### config.mk
export PLATFORM = sky130hd
export DESIGN_NAME = acorn_su_par
export DESIGN_NICKNAME = d
export VERILOG_FILES = /design/src/rtl/acorn_su_par.sv
export SDC_FILE = /design/constraint.sdc
export NUM_CORES = 1
export LEC_CHECK = 0
export ABC_AREA = 1
export ABC_CLOCK_PERIOD_IN_PS = 2200
export BUFFER_PORTS_ARGS = -buffer_cell sky130_fd_sc_hd__buf_2
export CAP_MARGIN = 30
export CORE_AREA = 3 3 256 258
export DETAILED_ROUTE_END_ITERATION = 8
export DIE_AREA = 0 0 259 261
export GPL_TIMING_DRIVEN = 1
export HOLD_SLACK_MARGIN = 0.15
export PLACE_DENSITY_LB_ADDON = 0.05
export SLEW_MARGIN = 25
export SYNTH_ARGS = -nofsm -noshare
export SYNTH_HDL_FRONTEND = slang
export SYNTH_SLANG_ARGS = --single-unit
### constraint.sdc
create_clock -name clk -period 2.2 [get_ports clk]
set_input_delay 0.44 -clock clk [delete_from_list [all_inputs] [get_ports clk]]
set_output_delay 0.44 -clock clk [all_outputs]
set_load 0.02 [all_outputs]
### src/rtl/acorn_su_par.sv
// acorn_su_par: ACORN-128 state-update engine, W steps per accepted word.
//
// Each valid/ready transfer runs W ACORN steps (combinationally unrolled)
// on the 293-bit state. Message bit j drives step j (LSB first). The
// keystream bits and in_data ^ ks are held in an output register that
// drains through out_valid/out_ready.
//
// Parameters:
//   W      steps per word, 1..64
//   CNT_W  width of the step counter
// Ports:
//   clk, rst             clock (rising edge), async active-low reset
//   load, state_in       overwrite state and clear counter (beats in_valid)
//   in_valid, in_ready   input handshake
//   in_data              message word
//   in_ca, in_cb         ACORN control bits for all W steps of the word
//   in_dec               0 = encrypt, 1 = decrypt feedback
//   out_valid, out_ready output handshake
//   out_data, out_ks     in_data ^ ks and raw keystream of the last word
//   state_out            current state register
//   step_cnt             steps processed since reset or load (wraps)
module acorn_su_par #(
    parameter int unsigned W     = 8,
    parameter int unsigned CNT_W = 32
) (
    input  logic               clk,
    input  logic               rst,
    input  logic               load,
    input  logic [292:0]       state_in,
    input  logic               in_valid,
    output logic               in_ready,
    input  logic [W-1:0]       in_data,
    input  logic               in_ca,
    input  logic               in_cb,
    input  logic               in_dec,
    output logic               out_valid,
    input  logic               out_ready,
    output logic [W-1:0]       out_data,
    output logic [W-1:0]       out_ks,
    output logic [292:0]       state_out,
    output logic [CNT_W-1:0]   step_cnt
);

    generate
        if (W == 0 || W > 64) begin : g_bad_w
            $error("acorn_su_par: W must be within 1..64");
        end
    endgenerate

    typedef enum logic {
        EMPTY = 1'b0,
        FULL  = 1'b1
    } ostate_t;

    ostate_t            os_q;
    ostate_t            os_d;
    logic [292:0]       state_q;
    logic [W-1:0]       data_q;
    logic [W-1:0]       ks_q;
    logic [CNT_W-1:0]   cnt_q;
    logic [292:0]       nxt_state;
    logic [W-1:0]       ks_vec;
    logic               xfer;

    function automatic logic maj(input logic a, input logic b, input logic c);
        return (a & b) ^ (a & c) ^ (b & c);
    endfunction

    function automatic logic ch(input logic a, input logic b, input logic c);
        return (a & b) ^ (~a & c);
    endfunction

    // Returns {ks, next_state}. The six LFSR folds run in sequence, so
    // S289 sees the old S230, S230 the old S193, and so on down the chain.
    function automatic logic [293:0] acorn_step(
        input logic [292:0] s_in,
        input logic         ca,
        input logic         cb,
        input logic         x,
        input logic         dec
    );
        logic [292:0] s;
        logic         ks;
        logic         f;
        logic         m;
        s      = s_in;
        s[289] = s[289] ^ s[235] ^ s[230];
        s[230] = s[230] ^ s[196] ^ s[193];
        s[193] = s[193] ^ s[160] ^ s[154];
        s[154] = s[154] ^ s[111] ^ s[107];
        s[107] = s[107] ^ s[66]  ^ s[61];
        s[61]  = s[61]  ^ s[23]  ^ s[0];
        ks = s[12] ^ s[154] ^ maj(s[235], s[61], s[193]) ^ ch(s[230], s[111], s[66]);
        f  = s[0] ^ ~s[107] ^ maj(s[244], s[23], s[160]) ^ (ca & s[196]) ^ (cb & ks);
        m  = dec ? (x ^ ks) : x;
        return {ks, f ^ m, s[292:1]};
    endfunction

    // W steps chained within one cycle.
    always_comb begin : p_unroll
        logic [293:0] r;
        r         = '0;
        nxt_state = state_q;
        ks_vec    = '0;
        for (int unsigned j = 0; j < W; j++) begin
            r         = acorn_step(nxt_state, in_ca, in_cb, in_data[j], in_dec);
            nxt_state = r[292:0];
            ks_vec[j] = r[293];
        end
    end

    assign in_ready = !load && (!out_valid || out_ready);
    assign xfer     = in_valid && in_ready;

    always_ff @(posedge clk or negedge rst) begin
        if (!rst) begin
            state_q <= '0;
            data_q  <= '0;
            ks_q    <= '0;
            cnt_q   <= '0;
        end else if (load) begin
            state_q <= state_in;
            cnt_q   <= '0;
        end else if (xfer) begin
            state_q <= nxt_state;
            data_q  <= in_data ^ ks_vec;
            ks_q    <= ks_vec;
            cnt_q   <= cnt_q + CNT_W'(W);
        end
    end

    // Output-register FSM: state register
    always_ff @(posedge clk or negedge rst) begin
        if (!rst) begin
            os_q <= EMPTY;
        end else begin
            os_q <= os_d;
        end
    end

    // Output-register FSM: next state; load drops any held word
    always_comb begin
        os_d = os_q;
        if (load) begin
            os_d = EMPTY;
        end else begin
            case (os_q)
                EMPTY:   if (xfer) os_d = FULL;
                FULL:    if (!xfer && out_ready) os_d = EMPTY;
                default: os_d = EMPTY;
            endcase
        end
    end

    // Output-register FSM: outputs
    always_comb begin
        out_valid = (os_q == FULL);
    end

    assign out_data  = data_q;
    assign out_ks    = ks_q;
    assign state_out = state_q;
    assign step_cnt  = cnt_q;

endmodule

==> metrics.md, run 1 <==
| Metric | Value |
|---|---|
| Max Cap Viol | `0` |
| TritonCTS Buffers | `45` |
| Hold Crit Class | `input port to register` |
| # clock sinks | `339` |
| Placeable Area | `0.0632 mm2` |
| Gpl congestion | `0.942` |
| Drt pass-1 iters | `5` |
| Clock Skews | `0.0255 ns` |
| Largest net degree at the start of global routing | `112` |
| Antenna violations before repair | `5` |
| Post-synthesis compound-gate area fraction | `0.165` |
| Bufs on Longest Clock Path | `3` |
| Worst-Skew Late Latency | `0.58 ns` |
| H-tree levels | `2` |
| Hold Worst Slack | `approximately 0.18 ns` |
| Internal | `14,400 uW` |
| Worst vdd ir | `446 uV` |
| # setup viols final | `0` |
| Initial drt markers | `1,512` |
| Root buf cell | `clkbuf_16` |
| EDFF count, synth | `0` |
| Worst rel slew slack | `0.557` |
| Switching Fraction | `0.390` |
| Routed wire per std cell | `~24 um` |
| Synth Area in XOR/XNOR | `0.0109` |
| Vias in the first global route | `approximately 21k` |
| CP max FO | `14` |
| Mux cell area share after synthesis | `0` |
| Synthesis-stage register bit count | `339` |
| Post-Syn Area | `0.0177 mm2` |
| Tmin final | `approximately 2.1 ns` |
| Final period util | `0.955` |
| Slew Limit Fails | `0` |
| Switching Power | `9220 uW` |
| Worst EP arrival | `approximately 2.6 ns` |
| Status | `complete, no violations` |
| Die Span X | `259 um` |
| Overall routing resource usage | `0.288` |
| Main synth FF type | `dfrtp_1` |
| Final Routed Wirelength | `around 100 mm` |
| Ys async rst share | `1.00` |
| Mapped Avg Cell Area | `7.92 um2` |
| Pwr Density | `855 mW/mm2` |
| Fin nets | `3,596` |
| Synth cell count leaders | `778 x nand2_1, 350 x inv_1, 339 x dfrtp_1` |
| Mapped Cells | `approximately 2.2k` |
| Gate power share | `0.353` |
| Row Count | `92` |
| Yosys warning count | `0` |
| Main combinational cell family by area after synthesis | `simple AND/OR/NAND/NOR gates` |
| Vias after detailed routing | `20.9k` |
| Layout area overhead | `55.9%` |
| Non-Filler Instances | `roughly 4.2k` |
| Placed insts | `3,785` |
| Cell taking the most area after synthesis | `dfrtp_1` |
| Final Util | `0.438` |
| Via density | `5.01` |
| # fillers | `6,544` |
| TritonCTS clock tree | `built` |
| Worst setup SP type | `input port` |
| Synth top area share | `0.478` |
| Synth cell types | `39` |
| Adder-cell area share of the yosys netlist | `0.000706` |
| Grt ovf | `0` |
| Slew @ Worst Pin | `around 0.66 ns` |
| Die height | `261 um` |
| Layout cell share with drive strength beyond 1 | `0.300` |
| Critical path class | `input port to register` |
| Post-synthesis simple-gate area fraction | `0.244` |
| Top Ports | `652` |
| Initial Utilization | `0.281` |
| # port buffers | `648` |
| Worst Setup End Kind | `register` |
| RSZ-0062 raised after global routing | `yes` |
| DRC Markers | `0` |
| Synth area leaders | `dfrtp_1 48%, nand2_1 16%, o221ai_1 13%` |
| F_max | `476 MHz` |
| Final ANT Viol Nets | `0` |
| Fin. Hold Viols | `0` |
| Hpwl dp | `77.8 mm` |
| Clock-pin slew on the worst setup and hold paths | `0.06 ns` |
| Clock share of power | `0.317` |
| Worst Path Required | `between 2 and 3 ns` |
| Post-synthesis sequential area ratio | `0.478` |
| Flop pwr share | `0.330` |
| Leak | `roughly 0.014 uW` |
| Die Area | `about 0.068 mm2` |
| First-pass GRT wire length | `around 140 mm` |
| Count leader, synth | `nand2_1` |
==> through the flow <==
| step | total power (uW) | worst slack, ns | cell area, um2 | TNS [ns] |
|---|---|---|---|---|
| final | 23600 | 0.0982 | 27700 | 0 |
| after global routing | 24800 | -0.00498 | 27600 | -0.00847 |
| after CTS | 23600 | -0.0400 | 27300 | -0.0400 |
| after detailed placement | 15600 | -0.232 | 23000 | -0.490 |
| after global placement | 15500 | -0.263 | 23000 | -0.550 |
| after floorplan | 11600 | 0.326 | 17700 | 0 |
==> flip-flops by register name (all words and copies together), names as in the netlist <==
signal / cells
state_out: 293
out_data: 8
out_ks: 8
out_valid: 1
step_cnt: 29
==> worst paths after layout <==
| check | from | endpoint | slack (ns) | cells after the start |
|---|---|---|---|---|
| max | in_valid | state_out[290]$_DFFE_PN0N_ | 0.1 | 9 |
| min | state_in[149] | state_out[149]$_DFFE_PN0N_ | 0.18 | 3 |
| max reg2reg | state_out[166]$_DFFE_PN0N_ | state_out[291]$_DFFE_PN0N_ | 0.14 | 12 |
| min reg2reg | out_data[7]$_DFFE_PN0P_ | out_data[7]$_DFFE_PN0P_ | 0.47 | 2 |
| max in group asynchronous | rst | state_out[136]$_DFFE_PN0N_ | 1.03 | 3 |
| min in group asynchronous | rst | state_out[214]$_DFFE_PN0N_ | 0.34 | 2 |
==> critical path, cell delays in order <==
cell	delay (ns)
dlygate4sd3_1	0.53
buf_2	0.15
nand3_4	0.12
clkinv_1	0.10
nor2_2	0.23
buf_4	0.28
a22oi_1	0.09
dlygate4sd3_1	0.59
nand2_1	0.07
==> power by group through the flow <==
stage                     registers (uW)  logic (uW)  clock network (uW)
after floorplan                     8700        2890                   0
after CTS                           7810        8120                7690
after detailed placement            7910        7670                   0
after global routing                7900        9000                7890
final                               7810        8340                7490
after global placement              7900        7640                   0
==> cell usage in the layout (no fill, tap or decap), drive strengths merged, types with 2 or more instances in the layout <==
master and count:
clkbuf 66, xor2 10, dfrtp 339, xnor2 12, bufinv 2, dlygate4sd3 282
a21oi 23, o211ai 22, inv 351, o21bai 2, nor2 43, o221ai 263
nor4 3, o21ai 36, nand4 9, clkinvlp 2, buf 828, nand2 778
diode 3, nand3b 7, a22oi 11, or2 4, conb 3, nand3 191
nor3 12, o21a 5, clkinv 11
==> routing by layer <==
layer	up-vias	global-route usage	wire (um)
li1	9642	-	-
met1	10300	0.371	41700
met2	792	0.493	48500
met3	156	0.0545	6810
met4	4	0.0855	3210
met5	-	0	26
==> cell families after synthesis <==
group,after synthesis
other cells,1
simple gates,1048
flops,339
fa+ha+maj,1
compound gates,365
buf+inv,463
xor+xnor,22
==> cell type report <==
| class | count | area (um2) | share of cell area |
|---|---|---|---|
| multi-input combinational | 1439 | 7630 | 0.276 |
| clock buffer | 66 | 1330 | 0.0479 |
| sequential | 339 | 8500 | 0.308 |
| inverter | 351 | 1330 | 0.0479 |
| timing repair buffer | 1110 | 7670 | 0.277 |
| clock inverter | 15 | 138 | 0.00498 |
| antenna | 3 | 7.51 | 0.000271 |
| tap | 846 | 1060 | 0.0383 |
==> timing repair <==
action,CTS,global route
gates resized for setup,5,74
pin swaps,0,11
hold buffers,282,0
endpoints found under the hold margin,382,0
setup buffers,1,17
endpoints found under the setup margin,5,18
Note: power is estimated with default switching activity, not from simulation.
==> run 2, diff against run 1 <==
PLACE_DENSITY_LB_ADDON = 0.15   (was 0.05)
==> run 2 against run 1 <==
  * Register-to-register slack worse by 0.02 ns
  * Sequential power about the same
  * Count of clock-buffer cells in the layout decreased by 6
  * Sequential share of layout area up 0.30 points
  * First-iteration DRC count grew 3.8%
  * Non-clock buffer count is 25 lower
  * Critical endpoint is now state_out[285]$_DFFE_PN0N_
==> metrics.md, run 2 (same netlist as run 1, synthesis figures left out) <==
| Metric | Value |
|---|---|
| Status | `complete, no violations` |
| Most frequent cells in the layout | `762 x nand2_1, 646 x buf_2, 332 x inv_1, 323 x dfrtp_1, 283 x dlygate4sd3_1` |
| Worst-Skew Late Latency | `0.58 ns (about the same)` |
| RSZ-0062 raised after global routing | `yes` |
| Bufs on Longest Clock Path | `3 (unchanged)` |
| Final Routed Wirelength | `97.0 mm (-3.3%)` |
| Drt pass-1 iters | `5 (unchanged)` |
| Die Span X | `259 um (unchanged)` |
| F_max | `481 MHz (+1.1%)` |
| Vias in the first global route | `20.9k (-1.7%)` |
| Die height | `261 um (unchanged)` |
| Hpwl dp | `76.0 mm (-2.4%)` |
| Vias after detailed routing | `20.8k (-0.59%)` |
| DRC Markers | `0 (unchanged)` |
| Slew @ Worst Pin | `1.05 ns (+0.385 ns)` |
| TritonCTS clock tree | `built` |
| CP max FO | `4 (-10)` |
| Worst setup SP type | `register` |
| Hold Crit Class | `input port to register` |
| # port buffers | `648 (unchanged)` |
| CP most frequent cell | `nand2_1` |
| Crit path largest cell delay | `0.45 ns (-0.14 ns)` |
| Critical path class | `register to register` |
| Root buf cell | `clkbuf_16` |
| Layout area overhead | `54.4%` |
| Worst vdd ir | `475 uV (+6.5%)` |
| Placeable Area | `0.0632 mm2 (unchanged)` |
| Worst EP arrival | `2.52 ns (-0.08 ns)` |
| Placed insts | `3,768 (-0.45%)` |
| Clock-pin slew on the worst setup and hold paths | `0.06 ns (about the same)` |
| Die Area | `0.0676 mm2 (unchanged)` |
| Worst Path Required | `2.64 ns (-0.06 ns)` |
| Initial Utilization | `0.281 (unchanged)` |
| Tmin final | `2.08 ns (-0.0229 ns)` |
| Slew Limit Fails | `0 (unchanged)` |
| Antenna violations before repair | `8 (+3)` |
| Worst rel slew slack | `0.300 (-0.256)` |
| CP cell instances | `inv_1 > nand2_1 > nand2_1 > nand2_1 > nand2_1 > nand2_1 > nand2_1 > inv_1 > nand2_1 > nand2_1 > nand3b_1 > nand2_1 > nand2_1 > nand3_1 > nand2_1` |
| Via density | `5.01 (about the same)` |
| # setup viols final | `0 (unchanged)` |
| Gpl congestion | `0.953 (+1.2%)` |
| H-tree levels | `2 (unchanged)` |
| Largest net degree at the start of global routing | `159 (+42%)` |
| Pwr Density | `854 mW/mm2 (about the same)` |
| Final period util | `0.945 (-0.0104)` |
| Fin. Hold Viols | `0 (unchanged)` |
| Fin nets | `3,569 (-0.75%)` |
| Hold Worst Slack | `0.163 ns (-0.0132 ns)` |
| Row Count | `92 (unchanged)` |
| Initial drt markers | `1,570 (+3.8%)` |
| Fin area | `0.0274 mm2 (-0.97%)` |
| First-pass GRT wire length | `139 mm (-3.9%)` |
| Worst Setup End Kind | `register` |
| Final Util | `0.433 (-0.00424)` |
| Leak | `0.0143 uW (-1.0%)` |
| Commonest non-fill, non-tap cell in the layout | `nand2_1` |
| Overall routing resource usage | `0.278 (-0.0106)` |
| Worst path slowest cell | `dfrtp_1` |
| Grt ovf | `0 (unchanged)` |
| Final ANT Viol Nets | `0 (unchanged)` |
| Top Ports | `652 (unchanged)` |
| Max Cap Viol | `0 (unchanged)` |
| Routed wire per std cell | `23.4 um (-2.6%)` |
| TritonCTS Buffers | `43 (-4.4%)` |
| Layout cell share with drive strength beyond 1 | `0.289 (-0.0110)` |
| # clock sinks | `339 (unchanged)` |
| Clock Skews | `0.0214 ns (-0.00407 ns)` |
| Max FFs per register | `293 (unchanged)` |
| Non-Filler Instances | `4,142 (-0.65%)` |
| Placed cell areas | `0.0228 mm2 (-0.77%)` |
## run 2: path summary, 6_finish.rpt
kind | from | end | slack (ns) | cells after the start
min in group asynchronous | rst | state_out[208]$_DFFE_PN0N_ | 0.37 | 2
worst min-delay path | state_in[10] | state_out[10]$_DFFE_PN0N_ | 0.16 | 3
worst max register to register | state_out[107]$_DFFE_PN0N_ | state_out[285]$_DFFE_PN0N_ | 0.12 | 15
worst max-delay path | state_out[107]$_DFFE_PN0N_ | state_out[285]$_DFFE_PN0N_ | 0.12 | 15
worst min register to register | out_ks[4]$_DFFE_PN0P_ | out_ks[4]$_DFFE_PN0P_ | 0.48 | 2
max in group asynchronous | rst | state_out[40]$_DFFE_PN0N_ | 0.99 | 3
## run 2: report_power, final
part / switching [uW] / leakage [uW] / internal (uW)
clock network: 2940 / 0.000725 / 4500
logic: 5270 / 0.00948 / 2870
registers: 765 / 0.00409 / 7050
## run 2: worst max-delay path, delay by kind of cell (launching register included)
kind                   cells  cell delay (ns)
flip-flops                 1             0.45
buffers and inverters      2             0.27
AND/OR/NAND/NOR           13             1.21
## run 2: area by class of cell
cell class,instances,area (um2)
fill,6467,35800
clock inverter,17,233
sequential,339,8500
tap,846,1060
timing repair buffer,1085,7420
inverter,351,1340
clock buffer,60,1230
multi-input combinational,1439,7590
antenna,5,12.5
## run 2: per-stage QoR
| stage | total power, uW | TNS, ns | setup slack (ns) |
|---|---|---|---|
| 3_3_place_gp | 15400 | -0.279 | -0.135 |
| 5_1_grt | 24600 | -0.0523 | -0.0186 |
| 3_5_place_dp | 15400 | -0.339 | -0.188 |
| 2_1_floorplan | 11600 | 0 | 0.326 |
| 4_1_cts | 23400 | 0 | 0.0136 |
| 6_report | 23400 | 0 | 0.121 |
## run 2: timing repair
item | 4_1_cts | 5_1_grt
hold buffers | 283 | 0
setup buffers | 0 | 9
endpoints found under the hold margin | 309 | 0
endpoints found under the setup margin | 3 | 13
pin swaps | 0 | 3
gates resized for setup | 6 | 59
## run 2: routing by layer
metal  GRT usage  vias up  part of all wire
met2       0.449      864              0.47
met3      0.0598      198             0.068
met4       0.128        6             0.049
met5           0        -           0.00035
li1            -     9584                 -
met1       0.356    10100              0.42
==> run 3, diff against run 2 <==
CORE_AREA = 2 2 255 257   (was 3 3 256 258)
DIE_AREA = 0 0 257 259   (was 0 0 259 261)
==> run 3 against run 2 <==
  * Count of clock-buffer cells in the layout up 4
  * Largest cell class unchanged
  * Non-clock buffer count up 3
  * Critical endpoint unchanged
  * Hold slack better by 0.017 ns
  * Total power up 1.3%
==> metrics.md, run 3 (same netlist as run 1, synthesis figures left out) <==
| Metric | Value |
|---|---|
| Worst-Skew Late Latency | `0.59 ns (about the same)` |
| Flop pwr share | `0.329 (-0.005)` |
| Worst vdd ir | `505 uV (+6.2%)` |
| Placeable Area | `0.0639 mm2 (+1.1%)` |
| Vias after detailed routing | `20.7k (-0.19%)` |
| Commonest non-fill, non-tap cell in the layout | `nand2_1` |
| Hold Path Origin | `state_in[155]` |
| Placed cell areas | `0.0229 mm2 (+0.36%)` |
| H-tree levels | `2 (unchanged)` |
| Routed wire per std cell | `23.2 um (-0.97%)` |
| Crit path largest cell delay | `0.40 ns (-0.05 ns)` |
| Worst reg2reg path endpoint | `state_out[285]$_DFFE_PN0N_` |
| Overall routing resource usage | `0.282 (+0.00397)` |
| TritonCTS clock tree | `built` |
| Initial Utilization | `0.278 (-0.00302)` |
| Die height | `259 um (-0.77%)` |
| # setup viols final | `0 (unchanged)` |
| R2r setup slk | `0.15 ns (+0.03 ns)` |
| Switching Fraction | `0.382 (-0.00139)` |
| Leak | `0.0144 uW (+0.55%)` |
| Die Span X | `257 um (-0.77%)` |
| Tmin final | `2.05 ns (-0.0310 ns)` |
| Grt ovf | `0 (unchanged)` |
| Worst setup SP type | `register` |
| Initial drt markers | `1,441 (-8.2%)` |
| CP cell instances | `buf_4 > nand2_2 > nand2_1 > nand2_2 > nand2_2 > nand2_1 > nand2_2 > nand2_2 > nand2_1 > nand2_2 > nand2_2 > nand2_1 > nand3_1 > nand2_1 > nand2_1 > nand3_2 > nand2_1` |
| Hold Crit Endpoint | `state_out[155]$_DFFE_PN0N_` |
| CP delay by family, top | `simple AND/OR/NAND/NOR gates` |
| Max FFs per register | `293 (unchanged)` |
| Vias in the first global route | `21.1k (+1.0%)` |
| Pwr Density | `859 mW/mm2 (+0.55%)` |
| # fillers | `6,594 (+2.0%)` |
| Hold Worst Slack | `0.180 ns (+0.0167 ns)` |
| # clock sinks | `339 (unchanged)` |
| Switching Power | `9060 uW (+0.95%)` |
| Hpwl dp | `75.4 mm (-0.76%)` |
| Fin nets | `3,573 (+0.11%)` |
| Final ANT Viol Nets | `0 (unchanged)` |
| Root buf cell | `clkbuf_16` |
| Critical path class | `register to register` |
| RR Startpoint | `state_out[111]$_DFFE_PN0N_` |
| TritonCTS Buffers | `44 (+2.3%)` |
| Slew Limit Fails | `0 (unchanged)` |
| Final Routed Wirelength | `96.4 mm (-0.59%)` |
| Worst rel slew slack | `0.323 (+0.0231)` |
| F_max | `488 MHz (+1.5%)` |
| Largest net degree at the start of global routing | `166 (+4.4%)` |
| CP max FO | `4 (unchanged)` |
| WP buf/inv | `1 (-1)` |
| Die Area | `0.0666 mm2 (-1.5%)` |
| Bufs on Longest Clock Path | `3 (unchanged)` |
| Slew @ Worst Pin | `1.01 ns (-0.0346 ns)` |
| Gate power share | `0.346 (-0.002)` |
| Internal | `14,600 uW (+1.5%)` |
| Most frequent cells in the layout | `749 x nand2_1, 646 x buf_2, 334 x inv_1, 326 x dfrtp_1, 288 x dlygate4sd3_1` |
| Worst Path Required | `2.67 ns (+0.03 ns)` |
| Clock-pin slew on the worst setup and hold paths | `0.07 ns (about the same)` |
| Total power draw | `23,700 uW (+1.3%)` |
| Top Ports | `652 (unchanged)` |
| Worst Setup End Kind | `register` |
| Row Count | `93 (+1.1%)` |
| Hold Crit Class | `input port to register` |
| Clock share of power | `0.325 (+0.007)` |
| Max Cap Viol | `0 (unchanged)` |
| Antenna violations before repair | `7 (-1)` |
| Hold Path Depth | `3 (unchanged)` |
| Gpl congestion | `0.925 (-2.9%)` |
| Layout cell share with drive strength beyond 1 | `0.292 (+0.00372)` |
| TNS Setup | `0 ns (unchanged)` |
| Via density | `4.99 (-0.57%)` |
| Final period util | `0.931 (-0.0141)` |
| Clock Skews | `0.0267 ns (+0.00524 ns)` |
| DRC Markers | `0 (unchanged)` |
| Fin. Hold Viols | `0 (unchanged)` |
| Layout area overhead | `55.6%` |
| Fin area | `0.0276 mm2 (+0.76%)` |
| Worst path slowest cell | `dfrtp_1` |
| Status | `complete, no violations` |
| R2R depth | `17 (+2)` |
| Worst EP arrival | `2.52 ns (about the same)` |
| First-pass GRT wire length | `140 mm (+0.65%)` |
| Drt pass-1 iters | `5 (unchanged)` |
| # port buffers | `648 (unchanged)` |
-- run 3: cell types whose count changed in the layout (fill, tap and decap cells not counted), sizes merged --
| cell | before | now |
|---|---|---|
| buf | 802 | 800 |
| clkbuf | 60 | 64 |
| clkinv | 12 | 8 |
| diode | 5 | 6 |
| dlygate4sd3 | 283 | 288 |
| inv | 349 | 352 |
-- run 3: power by group through the flow --
stage               Sequential [uW]  Clock [uW]  Combinational (uW)
finish                         7810        7690                8210
global route                   7910        8120                8860
CTS                            7790        7880                8040
detailed placement             7900           0                7570
global placement               7880           0                7530
floorplan                      8700           0                2890
-- run 3: repair_timing --
item	4_1_cts	5_1_grt
setup buffers	1	5
gates resized for setup	6	72
endpoints found under the setup margin	4	12
pin swaps	0	5
hold buffers	288	0
endpoints found under the hold margin	329	0
-- run 3: per-stage QoR --
step / cells / setup WS (ns) / utilization
after floorplan: 2241 / 0.326 / -
after global placement: 3778 / -0.220 / 0.359
after detailed placement: 3778 / -0.217 / 0.359
after CTS: 4147 / 0.0244 / 0.428
after global routing: 4158 / -0.00788 / 0.432
final: 4158 / 0.152 / 0.432
-- run 3: area by class of cell --
cell class | count | area [um2] | area share
Antenna cell | 6 | 15.0 | 0.000544
Clock buffer | 64 | 1300 | 0.0470
Clock inverter | 16 | 219 | 0.00794
Inverter | 351 | 1330 | 0.0482
Multi-Input combinational cell | 1439 | 7640 | 0.277
Sequential cell | 339 | 8500 | 0.308
Tap cell | 855 | 1070 | 0.0388
Timing Repair Buffer | 1088 | 7520 | 0.273
-- run 3: layer usage --
metal	vias to the layer above	part of all wire	routed length [um]	GRT usage
met5	-	0.000073	7	0
met4	2	0.033	3190	0.0900
met3	160	0.062	5970	0.0533
met2	812	0.48	45900	0.472
met1	10200	0.43	41300	0.367
li1	9601	-	-	-
-- run 3: worst max-delay path by stage --
stage	startpoint	endpoint	cells past startpoint
5_1_grt	state_out[200]$_DFFE_PN0N_	state_out[292]$_DFFE_PN0N_	16
3_5_place_dp	state_out[196]$_DFFE_PN0N_	state_out[285]$_DFFE_PN0N_	14
6_report	state_out[111]$_DFFE_PN0N_	state_out[285]$_DFFE_PN0N_	17
2_1_floorplan	step_cnt[3]$_DFFE_PN0N_	step_cnt[31]$_DFFE_PN0N_	12
4_1_cts	state_out[65]$_DFFE_PN0N_	state_out[289]$_DFFE_PN0N_	13
3_3_place_gp	state_out[196]$_DFFE_PN0N_	state_out[285]$_DFFE_PN0N_	14
-- run 3: worst reg2reg max path, stage by stage (launching register included) --
cell and delay [ns]:
dfrtp_1 0.40, buf_4 0.16, nand2_2 0.08, nand2_1 0.08
nand2_2 0.09, nand2_2 0.09, nand2_1 0.09, nand2_2 0.08
nand2_2 0.10, nand2_1 0.07, nand2_2 0.14, nand2_2 0.10
nand2_1 0.08, nand3_1 0.08, nand2_1 0.07, nand2_1 0.07
nand3_2 0.09, nand2_1 0.06
